--- config.mk ---
export PLATFORM = sky130hd
export DESIGN_NAME = term_esc_parser_flat
export DESIGN_NICKNAME = d
export VERILOG_FILES = /design/src/rtl/term_pkg.sv /design/src/rtl/term_esc_parser_if.sv /design/src/rtl/term_csi_arg.sv /design/src/rtl/term_esc_parser.sv /design/src/flat_wrapper.sv
export SDC_FILE = /design/constraint.sdc
export NUM_CORES = 1
export LEC_CHECK = 0
export ABC_AREA = 1
export CELL_PAD_IN_SITES_DETAIL_PLACEMENT = 1
export CELL_PAD_IN_SITES_GLOBAL_PLACEMENT = 2
export CORE_MARGIN = 8
export CORE_UTILIZATION = 33
export DETAILED_ROUTE_END_ITERATION = 16
export PLACE_DENSITY_LB_ADDON = 0.1
export SETUP_SLACK_MARGIN = 0.5
export SYNTH_ARGS = -nofsm -noshare
export SYNTH_HDL_FRONTEND = slang
export SYNTH_SLANG_ARGS = --single-unit
export TNS_END_PERCENT = 20
--- constraint.sdc ---
create_clock -name clk100 -period 4.8 [get_ports clk100]
set_input_delay 0.96 -clock clk100 [delete_from_list [all_inputs] [get_ports clk100]]
set_output_delay 0.96 -clock clk100 [all_outputs]
set_load 0.005 [all_outputs]
--- src/rtl/term_pkg.sv ---
// Shared definitions for the terminal escape parser: command codes, parser states, ASCII bytes.
package term_pkg;

  localparam logic [3:0] CMD_CR  = 4'd0;
  localparam logic [3:0] CMD_LF  = 4'd1;
  localparam logic [3:0] CMD_BS  = 4'd2;
  localparam logic [3:0] CMD_TAB = 4'd3;
  localparam logic [3:0] CMD_CUU = 4'd4;
  localparam logic [3:0] CMD_CUD = 4'd5;
  localparam logic [3:0] CMD_CUF = 4'd6;
  localparam logic [3:0] CMD_CUB = 4'd7;
  localparam logic [3:0] CMD_CUP = 4'd8;
  localparam logic [3:0] CMD_ED  = 4'd9;
  localparam logic [3:0] CMD_EL  = 4'd10;
  localparam logic [3:0] CMD_SGR = 4'd11;
  localparam logic [3:0] CMD_RIS = 4'd12;

  typedef enum logic [1:0] {StGround, StEsc, StCsi, StCsiIgn} term_state_e;

  localparam logic [7:0] ASCII_BS   = 8'h08;
  localparam logic [7:0] ASCII_HT   = 8'h09;
  localparam logic [7:0] ASCII_LF   = 8'h0A;
  localparam logic [7:0] ASCII_CR   = 8'h0D;
  localparam logic [7:0] ASCII_CAN  = 8'h18;
  localparam logic [7:0] ASCII_SUB  = 8'h1A;
  localparam logic [7:0] ASCII_ESC  = 8'h1B;
  localparam logic [7:0] ASCII_SEMI = 8'h3B;
  localparam logic [7:0] ASCII_LBR  = 8'h5B;

  function automatic logic is_printable(input logic [7:0] b);
    return (b >= 8'h20) && (b <= 8'h7E);
  endfunction

  function automatic logic is_final(input logic [7:0] b);
    return (b >= 8'h40) && (b <= 8'h7E);
  endfunction

  function automatic logic is_digit(input logic [7:0] b);
    return (b >= 8'h30) && (b <= 8'h39);
  endfunction

  function automatic logic is_c0_exec(input logic [7:0] b);
    return (b == ASCII_BS) || (b == ASCII_HT) || (b == ASCII_LF) || (b == ASCII_CR);
  endfunction

  function automatic logic [3:0] c0_op(input logic [7:0] b);
    unique case (b)
      ASCII_CR: return CMD_CR;
      ASCII_LF: return CMD_LF;
      ASCII_BS: return CMD_BS;
      default:  return CMD_TAB;
    endcase
  endfunction

endpackage

--- src/rtl/term_esc_parser_if.sv ---
// Byte-in / event-out bundle between the UART receiver, the parser and the screen logic.
interface term_esc_parser_if #(
  parameter int unsigned ARG_W = 8
);
  logic [7:0]       rx_data;
  logic             rx_complete;
  logic             char_valid;
  logic [7:0]       char_data;
  logic             cmd_valid;
  logic [3:0]       cmd_op;
  logic [ARG_W-1:0] cmd_arg0;
  logic [ARG_W-1:0] cmd_arg1;

  modport master (
    output rx_data, rx_complete,
    input  char_valid, char_data, cmd_valid, cmd_op, cmd_arg0, cmd_arg1
  );

  modport slave (
    input  rx_data, rx_complete,
    output char_valid, char_data, cmd_valid, cmd_op, cmd_arg0, cmd_arg1
  );
endinterface

--- src/rtl/term_csi_arg.sv ---
// One CSI numeric argument: clear, or accumulate a decimal digit as x10+d saturating at all-ones.
module term_csi_arg #(
  parameter int unsigned ARG_W = 8
) (
  input  logic             clk100,
  input  logic             resetn,
  input  logic             clr,
  input  logic             acc,
  input  logic [3:0]       digit,
  output logic [ARG_W-1:0] value
);
  localparam int unsigned SumW = ARG_W + 4;
  localparam logic [SumW-1:0] SumMax = {4'b0000, {ARG_W{1'b1}}};

  logic [ARG_W-1:0] value_q, value_d;
  logic [SumW-1:0]  sum;

  always_comb begin
    // 4 extra bits hold (2**ARG_W-1)*10+9 without overflow
    sum     = SumW'(value_q) * SumW'(10) + SumW'(digit);
    value_d = value_q;
    if (clr) begin
      value_d = '0;
    end else if (acc) begin
      value_d = (sum > SumMax) ? '1 : sum[ARG_W-1:0];
    end
  end

  always_ff @(posedge clk100) begin
    if (!resetn) begin
      value_q <= '0;
    end else begin
      value_q <= value_d;
    end
  end

  assign value = value_q;

endmodule

--- src/rtl/term_esc_parser.sv ---
// UART byte-stream interpreter: printable chars, C0 controls and VT100 CSI cursor commands.
// Optional feature macro TERM_SGR_EN: decode 'm' (SGR) into CMD_SGR events.
module term_esc_parser
  import term_pkg::*;
#(
  parameter int unsigned ARG_W    = 8,
  parameter int unsigned TAB_STOP = 8
) (
  input logic              clk100,
  input logic              resetn,
  term_esc_parser_if.slave bus
);
  localparam logic [ARG_W-1:0] TabArg = ARG_W'(TAB_STOP);

  term_state_e      state_q;
  logic             idx_q;
  logic             char_valid_q, cmd_valid_q;
  logic [7:0]       char_data_q;
  logic [3:0]       cmd_op_q;
  logic [ARG_W-1:0] cmd_arg0_q, cmd_arg1_q;

  logic [7:0]       b;
  logic             rx;
  logic             csi_digit, args_clr;
  logic [ARG_W-1:0] arg0, arg1;

  assign b         = bus.rx_data;
  assign rx        = bus.rx_complete;
  assign csi_digit = rx && (state_q == StCsi) && is_digit(b);
  assign args_clr  = rx && (state_q == StEsc) && (b == ASCII_LBR);

  term_csi_arg #(.ARG_W(ARG_W)) u_arg0 (
    .clk100 (clk100),
    .resetn (resetn),
    .clr    (args_clr),
    .acc    (csi_digit && !idx_q),
    .digit  (b[3:0]),
    .value  (arg0)
  );

  term_csi_arg #(.ARG_W(ARG_W)) u_arg1 (
    .clk100 (clk100),
    .resetn (resetn),
    .clr    (args_clr),
    .acc    (csi_digit && idx_q),
    .digit  (b[3:0]),
    .value  (arg1)
  );

  function automatic logic [ARG_W-1:0] min1(input logic [ARG_W-1:0] v);
    return (v == '0) ? ARG_W'(1) : v;
  endfunction

  always_ff @(posedge clk100) begin
    if (!resetn) begin
      state_q      <= StGround;
      idx_q        <= 1'b0;
      char_valid_q <= 1'b0;
      char_data_q  <= '0;
      cmd_valid_q  <= 1'b0;
      cmd_op_q     <= '0;
      cmd_arg0_q   <= '0;
      cmd_arg1_q   <= '0;
    end else begin
      char_valid_q <= 1'b0;
      cmd_valid_q  <= 1'b0;
      if (rx) begin
        unique case (state_q)
          StGround: begin
            if (is_printable(b)) begin
              char_valid_q <= 1'b1;
              char_data_q  <= b;
            end else if (is_c0_exec(b)) begin
              cmd_valid_q <= 1'b1;
              cmd_op_q    <= c0_op(b);
              cmd_arg0_q  <= (b == ASCII_HT) ? TabArg : '0;
              cmd_arg1_q  <= '0;
            end else if (b == ASCII_ESC) begin
              state_q <= StEsc;
            end
          end
          StEsc: begin
            if (b == ASCII_LBR) begin
              state_q <= StCsi;
              idx_q   <= 1'b0;
            end else if (b == "c") begin
              cmd_valid_q <= 1'b1;
              cmd_op_q    <= CMD_RIS;
              cmd_arg0_q  <= '0;
              cmd_arg1_q  <= '0;
              state_q     <= StGround;
            end else if (b != ASCII_ESC) begin
              state_q <= StGround;
            end
          end
          StCsi: begin
            if ((b == ASCII_CAN) || (b == ASCII_SUB)) begin
              state_q <= StGround;
            end else if (b == ASCII_ESC) begin
              state_q <= StEsc;
            end else if (is_c0_exec(b)) begin
              // Executed in place; the sequence carries on around it
              cmd_valid_q <= 1'b1;
              cmd_op_q    <= c0_op(b);
              cmd_arg0_q  <= (b == ASCII_HT) ? TabArg : '0;
              cmd_arg1_q  <= '0;
            end else if (is_digit(b)) begin
              state_q <= StCsi;
            end else if (b == ASCII_SEMI) begin
              if (idx_q) state_q <= StCsiIgn;
              else       idx_q   <= 1'b1;
            end else if (is_final(b)) begin
              state_q <= StGround;
              case (b)
                "A", "B", "C", "D": begin
                  cmd_valid_q <= 1'b1;
                  cmd_op_q    <= (b == "A") ? CMD_CUU : (b == "B") ? CMD_CUD :
                                 (b == "C") ? CMD_CUF : CMD_CUB;
                  cmd_arg0_q  <= min1(arg0);
                  cmd_arg1_q  <= '0;
                end
                "H", "f": begin
                  cmd_valid_q <= 1'b1;
                  cmd_op_q    <= CMD_CUP;
                  cmd_arg0_q  <= min1(arg0);
                  cmd_arg1_q  <= min1(arg1);
                end
                "J", "K": begin
                  cmd_valid_q <= 1'b1;
                  cmd_op_q    <= (b == "J") ? CMD_ED : CMD_EL;
                  cmd_arg0_q  <= arg0;
                  cmd_arg1_q  <= '0;
                end
`ifdef TERM_SGR_EN
                "m": begin
                  cmd_valid_q <= 1'b1;
                  cmd_op_q    <= CMD_SGR;
                  cmd_arg0_q  <= arg0;
                  cmd_arg1_q  <= arg1;
                end
`endif
                default: ;
              endcase
            end else if (b >= 8'h20) begin
              // Remaining 0x20..0x3F: private/intermediate bytes we do not support
              state_q <= StCsiIgn;
            end
          end
          StCsiIgn: begin
            if ((b == ASCII_CAN) || (b == ASCII_SUB) || is_final(b)) begin
              state_q <= StGround;
            end else if (b == ASCII_ESC) begin
              state_q <= StEsc;
            end
          end
          default: state_q <= StGround;
        endcase
      end
    end
  end

  assign bus.char_valid = char_valid_q;
  assign bus.char_data  = char_data_q;
  assign bus.cmd_valid  = cmd_valid_q;
  assign bus.cmd_op     = cmd_op_q;
  assign bus.cmd_arg0   = cmd_arg0_q;
  assign bus.cmd_arg1   = cmd_arg1_q;

endmodule

--- src/flat_wrapper.sv ---
// flat-port wrapper written by rule: the top's interface ports become plain ports
module term_esc_parser_flat import term_pkg::*;
#(
  parameter int unsigned ARG_W    = 8,
  parameter int unsigned TAB_STOP = 8
)
  (clk100, resetn, bus_rx_data, bus_rx_complete, bus_char_valid, bus_char_data, bus_cmd_valid, bus_cmd_op, bus_cmd_arg0, bus_cmd_arg1);
  term_esc_parser_if #(.ARG_W(ARG_W)) bus_i ();
  input logic clk100;
  input logic resetn;
  input wire logic [$bits(bus_i.rx_data)-1:0] bus_rx_data;
  input wire logic [$bits(bus_i.rx_complete)-1:0] bus_rx_complete;
  output wire logic [$bits(bus_i.char_valid)-1:0] bus_char_valid;
  output wire logic [$bits(bus_i.char_data)-1:0] bus_char_data;
  output wire logic [$bits(bus_i.cmd_valid)-1:0] bus_cmd_valid;
  output wire logic [$bits(bus_i.cmd_op)-1:0] bus_cmd_op;
  output wire logic [$bits(bus_i.cmd_arg0)-1:0] bus_cmd_arg0;
  output wire logic [$bits(bus_i.cmd_arg1)-1:0] bus_cmd_arg1;
  assign bus_i.rx_data = bus_rx_data;
  assign bus_i.rx_complete = bus_rx_complete;
  assign bus_char_valid = bus_i.char_valid;
  assign bus_char_data = bus_i.char_data;
  assign bus_cmd_valid = bus_i.cmd_valid;
  assign bus_cmd_op = bus_i.cmd_op;
  assign bus_cmd_arg0 = bus_i.cmd_arg0;
  assign bus_cmd_arg1 = bus_i.cmd_arg1;
  term_esc_parser #(.ARG_W(ARG_W), .TAB_STOP(TAB_STOP)) u_core (.clk100(clk100), .resetn(resetn), .bus(bus_i));
endmodule
## After elaboration in Yosys (flattened, before gate mapping)

Cells that the tools add are included.

- Add/sub/neg operators: 2
- $mul: 2
- Divide/modulo/power cells: 0
- Magnitude comparators: 7
- Eq/ne operators: 43
- Shift-type cells: 0
- Multiplexer cells: 80
- Bitwise operators: 1
- Reduce and logical (&&, ||, !) cells: 35

Operator list:

| operator | number |
|---|---|
| $mux 8 | 22 |
| $eq 8x7->1 const B | 10 |
| $mux 4 | 13 |
| $pmux 8 s3 | 2 |
| $reduce_and 12->1 | 3 |
| $eq 8x4->1 const B | 4 |
| $mux 2 | 16 |
| $pmux 8 s2 | 2 |
| $add 12x4->12 | 2 |
| $eq 8x5->1 const B | 3 |
| $gt 12x8->1 const B | 2 |
| $pmux 4 s3 | 2 |
| $mul 8x3->11 const B | 2 |
| $ne 2x2->1 const B | 10 |
| $mux 1 | 19 |
| $ge 8x6->1 const B | 2 |
| $logic_not 8->1 | 2 |
| $ne 4x4->1 const B | 4 |
| $reduce_or 6->1 | 2 |
| $logic_and 1x1->1 | 9 |
| $ne 3x3->1 const B | 3 |
| $eq 8x6->1 const B | 1 |
| $ge 8x7->1 const B | 1 |
| $le 8x6->1 const B | 1 |
| 25 further kinds | 33 |

- Bits in registers: 49
- Bits in latches: 0
- Memory bits (writable): 0
- Bits in read-only memories: 0
- Input bits: 11
- Output and inout bits: 30
- Memories: 0

## Longest topological paths before layout

- Depth in word-level cells: 12
- Depth in mapped cells: 13
- Gate-level depth less buffers: 13

## Hierarchy

From an unflattened synthesis, not the netlist that was laid out.

- Cells, all modules: 565
- Area, all modules: 3,827.4 µm²

Modules (own cells, without submodules):

| module | times used | cells an instance | area each (µm²) | seq. area each (µm²) |
|---|---|---|---|---|
| term_esc_parser | 1 | 363 | 2,150.8 | 660.6 |
| term_csi_arg | 2 | 101 | 838.3 | 160.2 |

## Least setup slack after synthesis

No wires, ideal clock.

- Kind: input to register
- Start point: in bus_rx_data[1]
- End point: reg u_core.u_arg0.value_q[5] (netlist: u_core.u_arg0.value[5])
- Setup time: 109 ps
- Arrival: 2,282 ps
- Data required time: 4,691 ps
- Path slack: 2,409 ps
- Cell stages on the path: 9
- Path buffers: 0
- Cell sequence: ha_1 fa_1 nand2_1 a21oi_1 or2_2 a21oi_1 nand3_1 nand2_1 inv_1

- Word-level cells in the longest chain between the ends: 4

Ends and longest elaborated chain:

| element | RTL line | text |
|---|---|---|
| start: declaration | flat_wrapper.sv:11 | `input wire logic [$bits(bus_i.rx_data)-1:0] bus_rx_data;` |
| parallel branches: the longest is 4 deep, another holds $add 12x4->12 | n/a |  |
| end signal: assignment | term_csi_arg.sv:33 | `value_q <= value_d;` |
| end: declaration | term_csi_arg.sv:15 | `logic [ARG_W-1:0] value_q, value_d;` |

Several ways; the timed one is not identified.
A chain may end at the register's enable or synchronous reset.

## Final worst setup path

- Start point: in bus_rx_data[2]
- End point: reg u_core.u_arg1.value_q[6] (netlist: u_core.u_arg1.value[6])

- Word-level cells in the longest chain between the ends: 4

Ends and longest elaborated chain:

| element | RTL line |
|---|---|
| parallel branches: the longest is 4 deep, another holds $add 12x4->12 | n/a |
| end signal: assignment | term_csi_arg.sv:33 |
| end: declaration | term_csi_arg.sv:15 |

Several ways; the timed one is not identified.

==> results.json <==
{
  "drc": 0,
  "status": "finished, final reports clean",
  "final_design_area_no_fill_mm2": 0.00449,
  "ys_warn_count": 0,
  "synth_edf_count": 0,
  "antenna_found_initial": 0,
  "die_y_um": 124,
  "antenna_cells": 0,
  "boundaryPins": 41,
  "crit_slowest_cell": "clkdlybuf4s50_1",
  "cts_resized": 0,
  "portBuffers": 40,
  "avgSynthCellArea_um2": 6.43,
  "path_clk_slew_ns": 0.07,
  "worst-r2r-cell-count": 13,
  "drt_first_pass_iters": 4,
  "report.final.slew_viol_count": 0,
  "critical_path.cell_chain": "clkdlybuf4s50_1 -> inv_1 -> nand2_2 -> nor2_2 -> nand4_1 -> o21ai_2 -> a21oi_1 -> nand2_1 -> inv_1",
  "vias_per_cell": 4.87,
  "worst-endpoint-arrival_ns": 3.29,
  "grt_max_degree": 34,
  "rr_startpoint": "u_core.u_arg0.value[3]",
  "worst_pin_slew_ns": 0.853,
  "finalNonFillerCells": 777,
  "cp-endpoint": "u_core.u_arg1.value[6]",
  "clock_latency_ns": 0.29,
  "synth_top_area_share_pct": 25.6,
  "crit_path_start_kind": "input port",
  "fmax_mhz": 323,
  "nets": 682,
  "whs_ns": 0.441,
  "synthFlopType": "dfxtp_1",
  "cts_buffer_depth": 2,
  "place_area_mm2": 0.00434,
  "core_mm2": 0.0114,
  "worstHoldStart": "u_core.bus.char_data[7]",
  "finalHoldViolCount": 0,
  "synthArstFlopShare_pct": 0,
  "wl_per_cell_um": 14.7,
  "initial_utilization_pct": 33.7,
  "hold_path_class": "register to register",
  "grt_pass1_vias": 3831,
  "tns_ns": 0,
  "drt-initial-drc-count": 162,
  "vias": 3783,
  "rsz0062_at_grt": "false",
  "synth.yosys.seq_area_share_pct": 25.6,
  "grtUsageTotal_pct": 15.7,
  "synth_area_mm2": 0.00383,
  "cpPeakStageDelay_ns": 0.67,
  "crit_path_frequent_cell": "inv_1",
  "die_x_um": 124,
  "synth.area.top_cells": "dfxtp_1, nand2_1, ha_1",
  "power_w": 0.00102,
  "maxCapViolCount": 0,
  "cts_sinks": 49,
  "htreeDepth": 2,
  "criticalPathCategory": "input port to register",
  "grt_overflow": 0,
  "dpl.hpwl_um": 9150,
  "crit_cells": 9,
  "regToRegSetupSlack_ns": 1.98,
  "grt_first_pass_wirelength_um": 19300,
  "place_congestion": 0.806,
  "vdd_drop_max_uv": 145,
  "routed_wl_um": 11400,
  "power.density_mw_per_mm2": 228,
  "cp_num_buf_inv": 3,
  "synth_seq_cells": 49,
  "cts_tree": "done",
  "min_path_cells": 2,
  "layout_min_cycle_time_ns": 3.09,
  "post-cts-setup-buffer-count": 0,
  "cts_buffers": 5,
  "ys_types": 36,
  "setup_viol": 0,
  "syn_nets": 645,
  "holdBufCountCts": 0,
  "dp_cells": 769,
  "power_leakage_nw": 2.26,
  "path_max_fanout": 16,
  "crit_required_ns": 5.00,
  "synthTopCellsByCount": "nand2_1, inv_1, nor2_1",
  "root_buffer": "clkbuf_16",
  "slew_headroom_pct": 43.0,
  "drive_gt1_share_pct": 7.57,
  "yosysMostFrequentCell": "nand2_1",
  "min_period_over_period_pct": 64.5,
  "crit_family": "buffers and inverters",
  "setup.worst_path.start": "bus_rx_data[2]",
  "yosys.area.top_type": "dfxtp_1",
  "fin_worst_skew_ns": 0.00377,
  "die_area_mm2": 0.0153,
  "crit-reg2reg-capture": "u_core.u_arg0.value[3]",
  "placement_rows": 39,
  "area_delta_synth_final_pct": 17.0,
  "cp-end-kind": "register",
  "ant_nets": 0,
  "synth_cells": 596
}
## where the power goes
part	internal, W	switching (W)	leakage (nW)
Sequential	0.000432	0.0000144	0.398
Clock	0.000194	0.000162	0.0631
Combinational	0.0000917	0.000127	1.80
Total	0.000717	0.000304	2.26
## layout make-up
cell class | instances | area, um^2
repair buffers | 41 | 408
inverters | 97 | 364
clock buffers | 6 | 129
multi-input cells | 439 | 2410
fillers | 1499 | 6880
well taps | 143 | 179
clock inverters | 2 | 15.0
flip-flops and latches | 49 | 981
## flip-flops by register name, summed over array words and instances (netlist names)
name,cells
u_core.bus.char_data,8
u_core.bus.char_valid,1
u_core.bus.cmd_arg0,8
u_core.bus.cmd_arg1,8
u_core.bus.cmd_op,4
u_core.bus.cmd_valid,1
u_core.idx_q,1
u_core.state_q,2
u_core.u_arg0.value,8
u_core.u_arg1.value,8
## layout by cell type (no fill, tap or decap), types with 2 or more instances in the layout
cell / count
nand3_1: 60
nand4_1: 9
nor2_4: 5
inv_2: 6
nand3b_1: 6
fa_1: 4
nor2_2: 7
clkbuf_16: 5
dfxtp_1: 49
o21ai_0: 15
nand2_1: 135
nand3_2: 3
a31o_2: 2
nor3_1: 4
clkdlybuf4s50_1: 40
or2_2: 4
nor2_1: 80
ha_1: 34
o21ai_1: 6
nand4_4: 2
o21ai_2: 2
inv_1: 90
a21oi_1: 45
clkinvlp_4: 2
nand2_2: 8
## metal layers
metal | up-vias | global-route usage (%) | share of wire (%)
li1 | 1974 | - | -
met3 | 10 | 2.67 | 3.7
met5 | - | 0 | 0
met1 | 1756 | 21.8 | 51
met2 | 43 | 24.9 | 45
met4 | 0 | 3.16 | 0.89
## per-stage QoR
| step | setup WS [ns] | utilization (%) |
|---|---|---|
| global placement | 1.41 | 38.2 |
| global route | 1.50 | 39.5 |
| floorplan | 2.41 | - |
| detailed placement | 1.39 | 38.2 |
| CTS | 1.70 | 39.5 |
| finish | 1.71 | 39.5 |
## tightest hold or removal path: cells and delay by family, from the launching register on
family / cells / cell delay, ns
flip-flops: 1 / 0.31
AND/OR/NAND/NOR: 2 / 0.09
## kinds of logic after synthesis
family	after synthesis	synth area share, %
buffers and inverters	108	11.5
AND/OR/NAND/NOR	325	39.0
XOR/XNOR	2	0.457
AO/OA/AOI/OAI	74	10.3
flip-flops	49	25.6
adder cells (fa/ha/maj)	38	13.2
## worst min path at each step
stage,to
after floorplan,u_core.bus.char_data[7]
after global placement,u_core.bus.char_data[7]
after detailed placement,u_core.bus.char_data[7]
after CTS,u_core.bus.char_data[7]
after global routing,u_core.bus.char_data[7]
final,u_core.bus.char_data[7]
No activity file was read; power rests on OpenSTA's default activity.
